`src/rtl/des_key_schedule_pkg.sv`:
```
// Shared DES key-schedule constants, subtypes and half-key rotate helpers.
// All bit vectors use the codebase's [1:N] numbering, where bit 1 is the MSB.
package des_pkg;

  localparam int unsigned DES_ROUNDS = 16;

  typedef logic [1:28] half_t;
  typedef logic [1:56] cd_t;
  typedef logic [1:48] subkey_t;

  typedef enum logic [1:0] {ST_IDLE, ST_RUN, ST_DONE} state_t;

  localparam int unsigned SHIFTS [1:16] = '{1, 1, 2, 2, 2, 2, 2, 2, 1, 2, 2, 2, 2, 2, 2, 1};

  localparam int unsigned PC2_IDX [1:48] = '{
    14, 17, 11, 24,  1,  5,  3, 28, 15,  6, 21, 10,
    23, 19, 12,  4, 26,  8, 16,  7, 27, 20, 13,  2,
    41, 52, 31, 37, 47, 55, 30, 40, 51, 45, 33, 48,
    44, 49, 39, 56, 34, 53, 46, 42, 50, 36, 29, 32};

  // Round numbers outside 1..16 map to a single-bit shift; they are never used.
  function automatic logic shift_is2(input logic [4:0] n);
    shift_is2 = (n >= 5'd1 && n <= 5'd16) ? (SHIFTS[n] == 2) : 1'b0;
  endfunction

  function automatic half_t rotl(input half_t h, input logic two);
    rotl = two ? {h[3:28], h[1:2]} : {h[2:28], h[1]};
  endfunction

  function automatic half_t rotr(input half_t h, input logic two);
    rotr = two ? {h[27:28], h[1:26]} : {h[28], h[1:27]};
  endfunction

endpackage

```
`src/rtl/des_key_schedule_if.sv`:
```
// Handshake bundle between the key-schedule engine and its upstream/consumer.
interface des_key_schedule_if;
  import des_pkg::*;

  logic       start;
  logic       decrypt;
  cd_t        key_cd;
  logic       subkey_ready;
  logic       busy;
  logic       subkey_valid;
  subkey_t    subkey;
  logic [3:0] round;
  logic       done;

  modport master (
    output start, decrypt, key_cd, subkey_ready,
    input  busy, subkey_valid, subkey, round, done
  );

  modport slave (
    input  start, decrypt, key_cd, subkey_ready,
    output busy, subkey_valid, subkey, round, done
  );
endinterface

```
`src/rtl/des_key_schedule_pc2.sv`:
```
// PC-2 permutation: combinational selection of 48 of the 56 C/D bits.
module pc2
  import des_pkg::*;
(
  input  cd_t     cd,
  output subkey_t subkey
);
  assign subkey[1]  = cd[PC2_IDX[1]];
  assign subkey[2]  = cd[PC2_IDX[2]];
  assign subkey[3]  = cd[PC2_IDX[3]];
  assign subkey[4]  = cd[PC2_IDX[4]];
  assign subkey[5]  = cd[PC2_IDX[5]];
  assign subkey[6]  = cd[PC2_IDX[6]];
  assign subkey[7]  = cd[PC2_IDX[7]];
  assign subkey[8]  = cd[PC2_IDX[8]];
  assign subkey[9]  = cd[PC2_IDX[9]];
  assign subkey[10] = cd[PC2_IDX[10]];
  assign subkey[11] = cd[PC2_IDX[11]];
  assign subkey[12] = cd[PC2_IDX[12]];
  assign subkey[13] = cd[PC2_IDX[13]];
  assign subkey[14] = cd[PC2_IDX[14]];
  assign subkey[15] = cd[PC2_IDX[15]];
  assign subkey[16] = cd[PC2_IDX[16]];
  assign subkey[17] = cd[PC2_IDX[17]];
  assign subkey[18] = cd[PC2_IDX[18]];
  assign subkey[19] = cd[PC2_IDX[19]];
  assign subkey[20] = cd[PC2_IDX[20]];
  assign subkey[21] = cd[PC2_IDX[21]];
  assign subkey[22] = cd[PC2_IDX[22]];
  assign subkey[23] = cd[PC2_IDX[23]];
  assign subkey[24] = cd[PC2_IDX[24]];
  assign subkey[25] = cd[PC2_IDX[25]];
  assign subkey[26] = cd[PC2_IDX[26]];
  assign subkey[27] = cd[PC2_IDX[27]];
  assign subkey[28] = cd[PC2_IDX[28]];
  assign subkey[29] = cd[PC2_IDX[29]];
  assign subkey[30] = cd[PC2_IDX[30]];
  assign subkey[31] = cd[PC2_IDX[31]];
  assign subkey[32] = cd[PC2_IDX[32]];
  assign subkey[33] = cd[PC2_IDX[33]];
  assign subkey[34] = cd[PC2_IDX[34]];
  assign subkey[35] = cd[PC2_IDX[35]];
  assign subkey[36] = cd[PC2_IDX[36]];
  assign subkey[37] = cd[PC2_IDX[37]];
  assign subkey[38] = cd[PC2_IDX[38]];
  assign subkey[39] = cd[PC2_IDX[39]];
  assign subkey[40] = cd[PC2_IDX[40]];
  assign subkey[41] = cd[PC2_IDX[41]];
  assign subkey[42] = cd[PC2_IDX[42]];
  assign subkey[43] = cd[PC2_IDX[43]];
  assign subkey[44] = cd[PC2_IDX[44]];
  assign subkey[45] = cd[PC2_IDX[45]];
  assign subkey[46] = cd[PC2_IDX[46]];
  assign subkey[47] = cd[PC2_IDX[47]];
  assign subkey[48] = cd[PC2_IDX[48]];
endmodule

```
`src/rtl/des_key_schedule.sv`:
```
// Iterative DES key schedule: rotates C/D in place each round and emits
// PC-2(C,D) over valid/ready, in K1..K16 or K16..K1 order.
module des_key_schedule
  import des_pkg::*;
(
  input  logic               clk,
  input  logic               rst,
  des_key_schedule_if.slave  bus
);
  state_t     state, state_n;
  half_t      c, c_n, d, d_n;
  logic [3:0] idx, idx_n;
  logic       dec, dec_n;
  logic       two;
  subkey_t    pk;

  always_ff @(posedge clk) begin
    if (rst) begin
      state <= ST_IDLE;
      c     <= '0;
      d     <= '0;
      idx   <= '0;
      dec   <= 1'b0;
    end else begin
      state <= state_n;
      c     <= c_n;
      d     <= d_n;
      idx   <= idx_n;
      dec   <= dec_n;
    end
  end

  // idx holds step-1; decrypt walks backwards, so it undoes SHIFTS[16-idx].
  always_comb begin
    state_n = state;
    c_n     = c;
    d_n     = d;
    idx_n   = idx;
    dec_n   = dec;
    two     = 1'b0;
    unique case (state)
      ST_IDLE: begin
        if (bus.start) begin
          state_n = ST_RUN;
          idx_n   = '0;
          dec_n   = bus.decrypt;
          if (bus.decrypt) begin
            c_n = bus.key_cd[1:28];
            d_n = bus.key_cd[29:56];
          end else begin
            two = shift_is2(5'd1);
            c_n = rotl(bus.key_cd[1:28], two);
            d_n = rotl(bus.key_cd[29:56], two);
          end
        end
      end
      ST_RUN: begin
        if (bus.subkey_ready) begin
          if (idx == 4'(DES_ROUNDS - 1)) begin
            state_n = ST_DONE;
          end else begin
            idx_n = idx + 4'd1;
            if (dec) begin
              two = shift_is2(5'd16 - {1'b0, idx});
              c_n = rotr(c, two);
              d_n = rotr(d, two);
            end else begin
              two = shift_is2({1'b0, idx} + 5'd2);
              c_n = rotl(c, two);
              d_n = rotl(d, two);
            end
          end
        end
      end
      ST_DONE: state_n = ST_IDLE;
      default: state_n = ST_IDLE;
    endcase
  end

  pc2 u_pc2 (
    .cd     ({c, d}),
    .subkey (pk)
  );

  assign bus.busy         = (state == ST_RUN);
  assign bus.subkey_valid = (state == ST_RUN);
  assign bus.done         = (state == ST_DONE);
  assign bus.subkey       = (state == ST_RUN) ? pk : '0;
  assign bus.round        = (state != ST_RUN) ? '0 :
                            dec ? (4'(DES_ROUNDS - 1) - idx) : idx;
endmodule

```
`src/flat_wrapper.sv`:
```
// flat-port wrapper written by rule: the top's interface ports become plain ports
module des_key_schedule_flat import des_pkg::*;
  (clk, rst, bus_start, bus_decrypt, bus_key_cd, bus_subkey_ready, bus_busy, bus_subkey_valid, bus_subkey, bus_round, bus_done);
  des_key_schedule_if bus_i ();
  input  logic clk;
  input  logic rst;
  input wire logic [$bits(bus_i.start)-1:0] bus_start;
  input wire logic [$bits(bus_i.decrypt)-1:0] bus_decrypt;
  input wire logic [$bits(bus_i.key_cd)-1:0] bus_key_cd;
  input wire logic [$bits(bus_i.subkey_ready)-1:0] bus_subkey_ready;
  output wire logic [$bits(bus_i.busy)-1:0] bus_busy;
  output wire logic [$bits(bus_i.subkey_valid)-1:0] bus_subkey_valid;
  output wire logic [$bits(bus_i.subkey)-1:0] bus_subkey;
  output wire logic [$bits(bus_i.round)-1:0] bus_round;
  output wire logic [$bits(bus_i.done)-1:0] bus_done;
  assign bus_i.start = bus_start;
  assign bus_i.decrypt = bus_decrypt;
  assign bus_i.key_cd = bus_key_cd;
  assign bus_i.subkey_ready = bus_subkey_ready;
  assign bus_busy = bus_i.busy;
  assign bus_subkey_valid = bus_i.subkey_valid;
  assign bus_subkey = bus_i.subkey;
  assign bus_round = bus_i.round;
  assign bus_done = bus_i.done;
  des_key_schedule u_core (.clk(clk), .rst(rst), .bus(bus_i));
endmodule
```
`config.mk`:
```
export PLATFORM = sky130hd
export DESIGN_NAME = des_key_schedule_flat
export DESIGN_NICKNAME = d
export VERILOG_FILES = /design/src/rtl/des_key_schedule_pkg.sv /design/src/rtl/des_key_schedule_if.sv /design/src/rtl/des_key_schedule_pc2.sv /design/src/rtl/des_key_schedule.sv /design/src/flat_wrapper.sv
export SDC_FILE = /design/constraint.sdc
export NUM_CORES = 1
export LEC_CHECK = 0
export ABC_AREA = 1
export BUFFER_PORTS_ARGS = -buffer_cell sky130_fd_sc_hd__buf_2
export CELL_PAD_IN_SITES_DETAIL_PLACEMENT = 0
export CELL_PAD_IN_SITES_GLOBAL_PLACEMENT = 1
export CORE_MARGIN = 10
export CORE_UTILIZATION = 30
export CTS_CLUSTER_SIZE = 10
export DETAILED_ROUTE_END_ITERATION = 10
export HOLD_SLACK_MARGIN = 0.06
export PLACE_DENSITY = 0.73
export SLEW_MARGIN = 0
export SYNTH_ARGS = -nofsm -noshare
export SYNTH_HDL_FRONTEND = slang
export SYNTH_SLANG_ARGS = --single-unit
```
`constraint.sdc`:
```
create_clock -name clk -period 5.68 [get_ports clk]
set_clock_uncertainty 0.05 [all_clocks]
set_input_delay 0 -clock clk [delete_from_list [all_inputs] [get_ports clk]]
set_output_delay 0 -clock clk [all_outputs]
set_load 0.02 [all_outputs]
```
==> Word-level counts from Yosys, hierarchy flattened <==
Memories as Yosys holds them, arrays and structs flattened.
Cells that the tools add are included.
{ "op_classes": {"magnitude_cmp": 6, "muxes": 33, "bitwise": 2, "reduce_logical": 7, "n_addsub": 4, "eq_ne": 10} }
{ "ops": {"columns": ["cell", "n"], "rows": [
  ["$mux W28", 14],
  ["$mux W32", 4],
  ["$pmux W28 S2", 2],
  ["$eq A32 B2 Y1 const B", 2],
  ["$mux W48", 1],
  ["$mux W4", 5],
  ["$ge A6 B6 Y1 const B", 2],
  ["$not A5 Y6", 2],
  ["$ge A5 B1 Y1 const B", 2],
  ["$le A5 B5 Y1 const B", 2],
  ["$pmux W4 S2", 1],
  ["$mux W2", 3],
  ["$ne A2 B2 Y1 const B", 3],
  ["$add A4 B2 Y5 const B", 1],
  ["$sub A5 B4 Y5 const A", 1],
  ["$add A4 B1 Y4 const B", 1],
  ["$eq A4 B4 Y1 const B", 1],
  ["$ne A2 B1 Y1 const B", 2],
  ["$pmux W2 S2", 1],
  ["$reduce_and A4 Y1", 1],
  ["$sub A4 B4 Y4 const A", 1],
  ["$reduce_and A3 Y1", 1],
  ["$eq A2 B1 Y1 const B", 1],
  ["$eq A2 B2 Y1 const B", 1],
  ["5 further kinds", 7]
]} }
{ "word_totals": {"elab_cells": 69, "rom_bits": 2048, "n_memories": 2, "out_inout_bits": 55, "register_bits": 63} }
{ "mem_list": {"columns": ["name", "words", "word_bits", "read_ports", "rd_ports_with_merged_regs", "wr", "line_no", "source"], "rows": [
  ["(no name shown)", 32, 32, 1, 0, 0, "des_key_schedule_pkg.sv:23", "shift_is2 = (n >= 5'd1 && n <= 5'd16) ? (SHIFTS[n] == 2) : 1'b0;"],
  ["(no name shown)", 32, 32, 1, 0, 0, "des_key_schedule_pkg.sv:23", null]
]} }

==> Logic depth before layout (Yosys ltp) <==
{ "depth": {"word_depth": 12, "ltp_mapped": 15} }

==> Modules after synthesis <==
A second synthesis with hierarchy kept.
{ "hier_totals": {"hier_cells": 1155, "hier_area_um2": 6433.7} }
{ "modules_own_cells": {"columns": ["module", "seq_area_each_um2", "instances", "area_each_um2", "cells_per_inst"], "rows": [
  ["des_key_schedule", 1261.2, 1, 6073.3, 1107],
  ["pc2", 0.0, 1, 360.3, 48]
]} }

==> Least setup slack after synthesis <==
No wires, ideal clock.
{ "synth_timing": {"path_kind": "register -> register", "startpoint": "reg u_core.idx[1]", "endpoint": "reg u_core.d[10]", "t_arrival_ns": 1.863, "path_stages_with_launch": 14, "synth_period_minus_slack_ns": 2.046, "setup_time_ns": 0.132, "n_path_buf": 1, "setup_slack_ns": 3.634, "path_cell_list": "dfxtp_1 -> inv_1 -> ha_1 -> inv_1 -> nand2_1 -> nand3_1 -> nor2_2 -> nor2_8 -> clkbuf_1 -> nand3_1 -> nand3_1 -> nand3_1 -> nand2_1 -> a21oi_1"} }
{ "synth_between": {"elab_chain_cells": 12, "word_cells_on_any_way": 29} }
{ "synth_lines": {"columns": ["element", "line_no", "source"], "rows": [
  ["from (decl)", "des_key_schedule.sv:12", "logic [3:0] idx, idx_n;"],
  ["from (signal assigned)", "des_key_schedule.sv:28", "idx <= idx_n;"],
  ["$sub A5 B4 Y5 / $add A4 B2 Y5 (equally long branches)", "des_key_schedule.sv:64, des_key_schedule.sv:68", null],
  ["$not A5 Y6 (not written as such)", "des_key_schedule_pkg.sv:23", null],
  ["$mem_v2 Z32 W32", null, null],
  ["$mux W32 (not written as such) (2 in a row)", "des_key_schedule_pkg.sv:23", null],
  ["$eq A32 B2 Y1", "des_key_schedule_pkg.sv:23", null],
  ["$mux W1", "des_key_schedule_pkg.sv:23", null],
  ["$mux W28 (on tied branches)", "des_key_schedule_pkg.sv:31, des_key_schedule_pkg.sv:27", null],
  ["$mux W28", "des_key_schedule.sv:63", "if (dec) begin"],
  ["$mux W28", "des_key_schedule.sv:59", "if (idx == 4'(DES_ROUNDS - 1)) begin"],
  ["$mux W28", "des_key_schedule.sv:58", "if (bus.subkey_ready) begin"],
  ["$pmux W28 S2", "des_key_schedule.sv:41", "unique case (state)"],
  ["to (signal assigned)", "des_key_schedule.sv:27", "d <= d_n;"],
  ["to (decl)", "des_key_schedule.sv:11", "half_t c, c_n, d, d_n;"]
]} }
Parallel ways exist; a longest one is shown, timed or not. The select of a mux whose other input is x is not followed.
A chain may end at the register's enable or synchronous reset.

==> Worst setup path in the final report <==
{ "layout_timing": {"startpoint": "reg u_core.idx[1]", "endpoint": "reg u_core.d[23]"} }
Same word-level chain as after synthesis.

==> results.py <==
metrics = {
    "clocking": {
        "cts.clk_slew.worst_paths_ns": 0.06,
        "clockBufferDepth": 2,
        "clk_latency_ns": 0.35,
        "root_buffer": "clkbuf_16",
        "tritoncts": "yes",
        "h-tree-depth": 3,
        "cts.sinks": 63,
        "cts_buffers": 9,
        "post_cts_resized": 0,
    },
    "floorplanning": {
        "die_w_um": 160,
        "die_h_um": 160,
        "dieArea_um2": 25600,
        "num_io_pins": 116,
        "initial_core_util_pct": 30.4,
        "core_area_um2": 19400,
        "row_count": 51,
    },
    "grt": {
        "gr-max-usage-layer": "met2",
        "grt_usage_pct": 16.4,
        "grt.overflow.total": 0,
        "met2_usage_pct": 26.7,
        "grt_max_degree": 68,
        "grt_pass1_vias": 6807,
        "antenna_found_initial": 0,
        "met1_usage_pct": 21.8,
        "grt_use_met3_pct": 3.39,
        "grt_pass1_wl_mm": 35.8,
    },
    "power": {
        "max-vdd-ir-drop_mv": 0.140,
        "cellLeakagePower_nw": 3.52,
        "powerDensity_nw_per_um2": 230,
    },
    "cells_and_area": {
        "n_antenna_cell": 0,
        "seq_area_um2": 1260,
        "syn2layout_area_growth_pct": 22.5,
        "nFillCells": 2249,
        "design_area_um2": 7220,
        "fin_cells": 1427,
        "drive_above_1_share_pct": 14.0,
        "fin_nets": 1227,
        "multi_input_area_um2": 3870,
    },
    "synthesis": {
        "synth_edf_count": 0,
        "yosysMostFrequentCell": "nand2_1",
        "yosys.area.top_type": "nand2_1",
        "synth_seq_cells": 63,
        "ys.flop_type": "dfxtp_1",
        "synth_nets": 1132,
        "syn_avg_cell_area_um2": 5.55,
        "netlist.area_leader.share_pct": 21.5,
        "postSynthCellCount": 1062,
        "synthArstFlopShare_pct": 0,
        "synth-seq-area-share_pct": 21.4,
        "ys_types": 27,
        "ys_top_cells_by_area": "nand2_1 (21%), dfxtp_1 (21%), nand3_1 (20%)",
        "netlist_area_um2": 5890,
        "synthTopCellsByCount": "nand2_1 (337), nand3_1 (241), a21oi_1 (90)",
        "synth_warnings": 0,
    },
    "setup_path": {
        "reg2reg_from": "u_core.idx[1]",
        "cp_max_fo": 57,
        "critPathCaptureType": "register",
        "critPathArrivalTime_ns": 3.86,
        "required_ns": 5.90,
        "cp-start-kind": "register",
        "crit_type": "register to register",
        "crit_path_start": "u_core.idx[1]",
    },
    "sta": {
        "worst_pin_slew_ns": 1.19,
        "slew_viol_final": 0,
        "hold_ws_ns": 0.0728,
        "rsz0062_at_grt": "no",
        "fmax_ghz": 0.274,
        "hold_viol": 0,
        "finalCritPeriodShare_pct": 64.2,
        "tns_ns": 0,
        "slew_headroom_pct": 20.3,
        "setup_violations": 0,
        "period_needed_ns": 3.65,
    },
    "routing": {
        "routedWlPerCell_um": 15.3,
        "ant_nets": 0,
        "drtPass1Iterations": 5,
        "vias": 7286,
        "viasPerCell": 5.11,
        "drt-initial-drc-count": 575,
        "drt_wl_total_mm": 21.9,
        "drc": 0,
    },
    "placed_design": {
        "dp_hpwl_mm": 13.7,
        "routabilityCongestion": 0.811,
        "io_buffers": 115,
        "place_area_um2": 6430,
        "dp.cells": 1360,
    },
    "hold_path": {
        "hold_start": "bus_key_cd[41]",
        "hold_class": "primary input to register",
    },
    "run_status": {
        "status": "finished clean",
    },
    "job": {
        "max_cap_violations": 0,
    },
}
==> state kept, by name, summed over array words and instances (netlist names) <==
register and flops:
u_core.c 28, u_core.d 28, u_core.state 2, u_core.dec 1
u_core.idx 4
==> power by group <==
| group | total [mW] | internal (mW) | switching (mW) |
|---|---|---|---|
| clock network | 0.536 | 0.316 | 0.219 |
| logic | 0.616 | 0.221 | 0.395 |
| registers | 0.512 | 0.482 | 0.0296 |
==> worst paths after layout <==
| check | end | slack (ns) | cells past startpoint |
|---|---|---|---|
| max | u_core.d[23] | 2.03 | 15 |
| min | u_core.c[13] | 0.07 | 5 |
| max reg2reg | u_core.d[23] | 2.03 | 15 |
| min reg2reg | u_core.d[5] | 0.41 | 2 |
==> per-stage QoR <==
stage	total power [mW]	setup slack [ns]	util (%)
floorplan	0.966	3.63	-
global placement	1.09	2.17	33.1
detailed placement	1.10	2.11	33.1
CTS	1.67	2.08	37.2
global route	1.78	1.66	37.2
finish	1.66	2.03	37.2
==> per-layer routing <==
metal / wire length [um] / part of all wire (%)
met1: 10300 / 47
met3: 1270 / 5.8
met5: 0 / 0
met4: 257 / 1.2
met2: 10100 / 46
==> cell usage in the layout (no fill, tap or decap), types with 3 or more instances in the layout <==
cell type / synthesis / layout
nand2_1: 337 / 336
nand3_1: 241 / 241
buf_2: 26 / 115
a21oi_1: 90 / 90
inv_1: 77 / 74
nor2_1: 72 / 72
dfxtp_1: 63 / 62
dlygate4sd3_1: 0 / 51
a31oi_1: 33 / 33
a211oi_1: 21 / 21
buf_4: 6 / 10
ha_1: 9 / 9
clkbuf_16: 0 / 9
inv_2: 5 / 8
o21ai_0: 7 / 7
clkinv_2: 0 / 4
nor3_4: 3 / 3
nand2_2: 2 / 3
==> cells by family (layout without fill, tap and decap cells) <==
group,count (synthesis),in the layout,synth area share (%)
simple gates,662,662,48.8
fa+ha+maj,9,9,1.91
compound gates,152,152,14.5
flops,63,63,21.4
xor+xnor,1,1,0.149
buf+inv,175,275,13.2
==> worst max-delay path, cell delays in order (launching register included) <==
cell	delay [ns]
dfxtp_1	0.44
inv_1	0.21
ha_1	0.34
inv_1	0.06
nand3_1	0.07
nand2_1	0.06
nand2_1	0.06
nand3_2	0.05
buf_4	0.48
nand2_1	0.74
buf_4	0.49
nand2_1	0.10
nand3_1	0.06
nand2_1	0.11
nand2_1	0.05
a21oi_1	0.16
==> area by class of cell <==
| cell class | instances | area share, % |
|---|---|---|
| clock buffer | 12 | 3.55 |
| clock inverter | 4 | 0.277 |
| tap | 265 | 4.59 |
| multi-input combinational | 824 | 53.6 |
| timing repair buffer | 176 | 16.1 |
| sequential | 63 | 17.5 |
| inverter | 83 | 4.35 |
==> repair_timing <==
item	4_1_cts	5_1_grt
hold buffers	51	0
endpoints found under the setup margin	0	0
buffers inserted	0	0
hold endpoints to repair	37	0
Power figures use the tool's default switching activity.
